## src/rtl/multicycle_cpu.sv

```systemverilog
// Multicycle processor: program memory, register file and ALU sequenced FETCH/DECODE/EXEC/WB.
// Define MULTICYCLE_CPU_MUL_EN to enable the op-8 multiply; otherwise op 8 executes as a NOP.
module multicycle_cpu #(
    parameter int unsigned DATA_W  = 32,
    parameter int unsigned IMEM_AW = 3,
    parameter int unsigned REG_AW  = 3
) (
    input  logic               clk,
    input  logic               reset,
    input  logic               load_en,
    input  logic [IMEM_AW-1:0] load_addr,
    input  logic [31:0]        load_data,
    input  logic               start,
    input  logic [REG_AW-1:0]  dbg_addr,
    output logic [DATA_W-1:0]  dbg_data,
    output logic [DATA_W-1:0]  out,
    output logic [IMEM_AW-1:0] pc,
    output logic               busy,
    output logic               done
);

    localparam int unsigned ImemDepth = 1 << IMEM_AW;
    localparam int unsigned NumRegs   = 1 << REG_AW;

    localparam logic [3:0] OpAdd  = 4'd0;
    localparam logic [3:0] OpSub  = 4'd1;
    localparam logic [3:0] OpAnd  = 4'd2;
    localparam logic [3:0] OpOr   = 4'd3;
    localparam logic [3:0] OpXor  = 4'd4;
    localparam logic [3:0] OpLdi  = 4'd5;
    localparam logic [3:0] OpBeqz = 4'd6;
    localparam logic [3:0] OpHalt = 4'd7;
`ifdef MULTICYCLE_CPU_MUL_EN
    localparam logic [3:0] OpMul  = 4'd8;
`endif

    typedef enum logic [2:0] {
        StIdle,
        StFetch,
        StDecode,
        StExec,
        StWb,
        StHalted
    } state_e;

    state_e             state_q;
    logic [IMEM_AW-1:0] pc_q;
    logic [31:0]        ir_q;
    logic [DATA_W-1:0]  a_q;
    logic [DATA_W-1:0]  b_q;
    logic [DATA_W-1:0]  r_q;
    logic [DATA_W-1:0]  out_q;
    logic               busy_q;
    logic               done_q;
    logic [DATA_W-1:0]  regs_q [NumRegs];
    logic [31:0]        imem_q [ImemDepth];

    logic [3:0]         op;
    logic [REG_AW-1:0]  rd;
    logic [REG_AW-1:0]  rs1;
    logic [REG_AW-1:0]  rs2;
    logic               idle_like;
    logic [DATA_W-1:0]  alu_res;
    logic               wr_en;
    logic               br_taken;
    logic [IMEM_AW-1:0] pc_next;
    logic               ir_unused;

    assign op        = ir_q[15:12];
    assign rd        = ir_q[8 +: REG_AW];
    assign rs1       = ir_q[4 +: REG_AW];
    assign rs2       = ir_q[0 +: REG_AW];
    assign idle_like = (state_q == StIdle) || (state_q == StHalted);
    assign ir_unused = ^ir_q;

    always_comb begin
        alu_res = '0;
        wr_en   = 1'b0;
        case (op)
            OpAdd: begin
                alu_res = a_q + b_q;
                wr_en   = 1'b1;
            end
            OpSub: begin
                alu_res = a_q - b_q;
                wr_en   = 1'b1;
            end
            OpAnd: begin
                alu_res = a_q & b_q;
                wr_en   = 1'b1;
            end
            OpOr: begin
                alu_res = a_q | b_q;
                wr_en   = 1'b1;
            end
            OpXor: begin
                alu_res = a_q ^ b_q;
                wr_en   = 1'b1;
            end
            OpLdi: begin
                alu_res = DATA_W'(ir_q[31:16]);
                wr_en   = 1'b1;
            end
`ifdef MULTICYCLE_CPU_MUL_EN
            OpMul: begin
                alu_res = a_q * b_q;
                wr_en   = 1'b1;
            end
`endif
            default: begin
                alu_res = '0;
                wr_en   = 1'b0;
            end
        endcase
    end

    // A still holds reg[rs1] during WB, so the branch decision is made there.
    assign br_taken = (op == OpBeqz) && (a_q == '0);
    assign pc_next  = br_taken ? ir_q[16 +: IMEM_AW] : pc_q + 1'b1;

    // Program memory is deliberately left out of reset so a loaded program survives it.
    always_ff @(posedge clk) begin
        if (load_en && idle_like) begin
            imem_q[load_addr] <= load_data;
        end
    end

    always_ff @(posedge clk or posedge reset) begin
        if (reset) begin
            state_q <= StIdle;
            pc_q    <= '0;
            ir_q    <= '0;
            a_q     <= '0;
            b_q     <= '0;
            r_q     <= '0;
            out_q   <= '0;
            busy_q  <= 1'b0;
            done_q  <= 1'b0;
            for (int i = 0; i < NumRegs; i++) begin
                regs_q[i] <= '0;
            end
        end else begin
            done_q <= 1'b0;
            case (state_q)
                StIdle, StHalted: begin
                    if (start) begin
                        pc_q    <= '0;
                        busy_q  <= 1'b1;
                        state_q <= StFetch;
                    end
                end
                StFetch: begin
                    ir_q    <= imem_q[pc_q];
                    state_q <= StDecode;
                end
                StDecode: begin
                    a_q     <= regs_q[rs1];
                    b_q     <= regs_q[rs2];
                    state_q <= StExec;
                end
                StExec: begin
                    r_q     <= alu_res;
                    state_q <= StWb;
                end
                StWb: begin
                    if (op == OpHalt) begin
                        busy_q  <= 1'b0;
                        done_q  <= 1'b1;
                        state_q <= StHalted;
                    end else begin
                        if (wr_en) begin
                            regs_q[rd] <= r_q;
                            out_q      <= r_q;
                        end
                        pc_q    <= pc_next;
                        state_q <= StFetch;
                    end
                end
                default: begin
                    busy_q  <= 1'b0;
                    state_q <= StIdle;
                end
            endcase
        end
    end

    assign dbg_data = regs_q[dbg_addr];
    assign out      = out_q;
    assign pc       = pc_q;
    assign busy     = busy_q;
    assign done     = done_q;

endmodule
```

## config.mk

```make
export PLATFORM = sky130hd
export DESIGN_NAME = multicycle_cpu
export DESIGN_NICKNAME = d
export VERILOG_FILES = /design/src/rtl/multicycle_cpu.sv
export SDC_FILE = /design/constraint.sdc
export NUM_CORES = 1
export LEC_CHECK = 0
export CORE_MARGIN = 2
export CORE_UTILIZATION = 35
export CTS_BUF_LIST = sky130_fd_sc_hd__clkbuf_2 sky130_fd_sc_hd__clkbuf_4 sky130_fd_sc_hd__clkbuf_8
export CTS_CLUSTER_SIZE = 28
export DETAILED_ROUTE_END_ITERATION = 8
export SLEW_MARGIN = 20
export SYNTH_ARGS = -nofsm -noshare
export SYNTH_HDL_FRONTEND = slang
export SYNTH_SLANG_ARGS = --single-unit
export TNS_END_PERCENT = 10
```

## constraint.sdc

```tcl
create_clock -name clk -period 40.5 [get_ports clk]
set_input_delay 6.075 -clock clk [delete_from_list [all_inputs] [get_ports clk]]
set_output_delay 6.075 -clock clk [all_outputs]
set_load 0.02 [all_outputs]
```

# Yosys cells after proc, flatten, opt, wreduce, memory -nomap -nowiden
# Memory sizes are Yosys's and may differ from the RTL's. A register that Yosys moved wholly into a read port is not among the register bits.
# Index checks and enable logic that the tools add are counted.
# totals
n_memories,1
output_inout_bits,69
in_bits,42
ram_bits,256
word_cells,91
register_bits,392
# memory_table
memory,depth,width,read_ports,rd_ports_with_merged_regs,wr,line_no,rtl
imem_q,8,32,1,1,1,56,logic [31:0] imem_q [ImemDepth];
# classes
n_eq_ne,15
add_sub_neg,3
mux,28
n_lt_le_gt_ge,5
n_reduce_logical,14
n_bitwise,9
# ops
cell,n
$bmux 32 s3,3
$bwmux 256,1
$mux 32,7
$pmux 32 s6,1
$demux 32 s3,1
$add 32x32->32,1
$and 32x32->32,1
$logic_not 32->1,1
$or 32x32->32,1
$sub 32x32->32,1
$xor 32x32->32,1
$eq 4x3->1 const B,4
$ge 4x4->1 const B,4
$not 3->4,4
$mux 3,5
$pmux 3 s5,1
$reduce_and 3->1,3
$eq 4x2->1 const B,2
$mux 1,7
$eq 3x2->1 const B,2
$eq 3x3->1 const B,2
$ne 2x2->1 const B,3
$pmux 3 s2,1
$reduce_or 6->1,1
other kinds (13),16

# Logic depth before layout (Yosys ltp)
# depth
ltp_word,6
mapped_depth,17
ltp_nobuf,16

# Worst setup path after synthesis
# No wires, ideal clock.
# synth_timing
path_kind,input to output
from,input port dbg_addr[0]
to,output port dbg_data[10]
t_arrival_ns,7.868
setup_slack_ns,26.557
n_path_buf,2
cell_stages,4
cell_sequence,clkbuf_1 buf_1 mux4_2 mux2_2
# synth_between
elab_chain_cells,4
# synth_rtl
item,line_no,rtl
start: declaration,14,"input logic [REG_AW-1:0] dbg_addr,"
$not 3->4 (implied by the code),187,assign dbg_data = regs_q[dbg_addr];
$bmux 32 s3,187,
$mux 32 (implied by the code) (2 in series),187,
end: declaration,15,"output logic [DATA_W-1:0] dbg_data,"
# Every way passes these cells. The select of a mux whose other input is x is not followed.

# Final worst setup path
# layout_timing
from,input port dbg_addr[1]
to,output port dbg_data[1]
# The elaborated chain is that of the path after synthesis.

==> out/summary.txt <==
status: finished clean
power share of the sequential group: 38.0%
CP Class: in2out
Worst Max-Slew Pin Slew: 1.10 ns
first-pass GRT wire length: 140000 µm
Syn Inst Count: 2467
commonest cells after routing, fill and taps aside: dfrtp_1 (411), mux2_2 (288), mux4_2 (250)
switch share: 39.6%
PwrDens: 66.7 nW/µm²
DRT Pass-1 Iters: 5
synth unique cells: 67
most common cell after layout, fill and taps aside: dfrtp_1
Comb pwr share: 38.1%
Rel. slew slack: 26.7%
Hold Crit Class: reg2reg
Max Slew Vio Count: 0
maximum buffer depth of the clock tree: 3
Main synth FF type: dfrtp_1
worst-path fanout max: 34
Startpoint Class: input port
Period Utilization, post-route: 37.2%
Setup-failing EPs final: 0
syn avg cell area: 13.8 µm²
Worst Path Buf+Inv: 3
Hold WS: 0.474 ns
synthesized net count: 2607
Clk pwr share: 23.9%
Die H: 316 µm
hold path depth: 2
IO Count: 111
area grow syn2layout: 13.4%
Int Pwr: 1.56 mW
layout cells sized above 1: 31.2%
achievable frequency: 66.3 MHz
Seq cells post-synth: 653
routed via count: 21500
largest cells by area after synthesis: dfrtp_1 (31%), edfxtp_1 (20%), mux4_2 (16%)
initial core utilization: 35.3%
EDFF count, synth: 232
CP Data Arrival Time: 9.00 ns
unrepaired setup endpoints after global routing: no
largest net degree at the start of global routing: 172
leak pwr: 15.9 nW
WL final: 92900 µm
worst path cell trace: buf_2 -> buf_4 -> mux4_2 -> mux2_2 -> clkdlybuf4s50_1
all-layer global routing usage: 18.6%
Post-CTS Hold Fix Bufs: 0
initial antenna violation count: 2
Yosys top cell by area: dfrtp_1
CP max stage cell: buf_2
root buffer cell: clkbuf_8
max_cap viols: 0
R2R cell count: 14
Congestion Overflow GR: 0
vias in the first global route: 22500
CP Depth: 5
sequential share of the synthesized area: 51.2%
htree depth: 3
Fin Setup TNS: 0 ns
setup bufs post-CTS: 0
Syn. warnings: 0
PostCTS Resize Cnt: 0
Tmin final: 15.07 ns
post-synth top area share: 30.8%
fin nets: 2671
DP HPWL: 57100 µm
Post-synth ARST share: 64.5%
DRC Markers: 0
Row Count: 114
clock sinks: 653
slowest cell delay on critical path: 0.69 ns
cell family with most CP delay: buffers and inverters
clk_lat worst skew: 0.80 ns
IO Port Bufs: 107
area of the core: 96700 µm²
Net Sw Power: 1.02 mW
WL per Instance: 23.9 µm
CTS tree: yes
number of vias per cell: 5.52
Worst setup EP type: output port
Worst-path clk slew: 0.06 ns
total CTS buffers: 111
endpoints failing hold: 0
Die Outline Area: 100000 µm²
initial drt markers: 1674
CP required: 34.42 ns
Die W: 316 µm
peak supply drop: 0.0336 mV
Final GP Congestion: 0.892
ANT nets after route: 0
Post-Syn Area: 34200 µm²
clk_skew: 0.0577 ns
[stage by stage]
step / worst slack [ns] / util, % / cells / instance area, µm² / total power [mW]
global route: 25.37 / 40.0 / 3894 / 38700 / 2.74
finish: 25.43 / 40.0 / 3894 / 38700 / 2.58
detailed placement: 25.45 / 37.6 / 3694 / 36400 / 1.97
CTS: 25.44 / 40.0 / 3892 / 38700 / 2.60
global placement: 25.45 / 37.6 / 3694 / 36400 / 1.95
floorplan: 22.71 / - / 2467 / 34200 / 1.67
[area by class of cell]
type	instances	area (µm²)
timing repair buffer	147	1380
multi-input combinational	1532	15600
fill	8975	58000
inverter	86	330
clock inverter	27	248
tap	1276	1600
antenna	2	5.00
sequential	653	17500
clock buffer	171	2080
[kinds of logic after synthesis]
| kind of cell | count (synthesis) | synth area share (%) |
|---|---|---|
| adder cells (fa/ha/maj) | 98 | 3.61 |
| AO/OA/AOI/OAI | 329 | 5.89 |
| XOR/XNOR | 58 | 1.51 |
| buffers and inverters | 282 | 3.53 |
| AND/OR/NAND/NOR | 405 | 5.19 |
| flip-flops | 653 | 51.2 |
| multiplexers | 642 | 29.0 |
[worst register-to-register path, cell delays in order (launching register included)]
cell	delay, ns
dfrtp_1	0.54
nor3_1	0.26
buf_4	0.26
and2_1	0.83
nor2_1	0.14
xnor2_1	0.17
ha_1	0.35
o211ai_1	0.24
a211oi_1	0.14
o2111ai_1	0.47
nand4_1	0.21
a311oi_1	0.54
o21ai_0	0.29
xnor2_1	0.20
o21ai_1	0.08
[final timing paths]
kind	to	startpoint	slack (ns)
worst max register to register	r_q[31]	ir_q[15]	35.61
worst max-delay path	dbg_data[1]	dbg_addr[1]	25.43
worst min-delay path	out[26]	out[26]	0.47
worst min register to register	out[26]	out[26]	0.47
max in group asynchronous	regs_q[70]	reset	32.56
min in group asynchronous	out[25]	reset	5.81
[registers in the layout, indices dropped and copies added (netlist names), 29 cells and up]
signal and count:
regs_q 256, a_q 32, r_q 32, ir_q 29, b_q 32, out 32, imem_q 232
[power groups by stage]
stage	Sequential, mW	Combinational (mW)	Clock (mW)
after floorplan	0.882	0.786	0
after global placement	0.987	0.960	0
after detailed placement	0.995	0.978	0
after CTS	0.983	0.984	0.635
after global routing	1.00	1.08	0.662
final	0.982	0.983	0.617
[routing by layer]
layer  global-route usage (%)  vias up  wire [µm]
met2                     31.1      645      45700
met4                     5.63        2       2430
met1                     24.6    11300      39400
li1                         -     9447          -
met3                     3.69      165       5270
met5                        0        -         13
[cell usage after synthesis (all sizes together), types with 9 or more instances]
master and number:
a21o 15, a21oi 164, a221oi 9, a22oi 23, buf 94, clkbuf 102, dfrtp 421, edfxtp 232
ha 97, inv 86, mux2 290, mux2i 102, mux4 250, nand2 160, nand3 11, nand4 15
nor2 155, nor3 14, nor4 11, o21ai 51, o221ai 12, o31ai 10, xnor2 49, xor2 9
No activity file was read; power rests on OpenSTA's default activity.
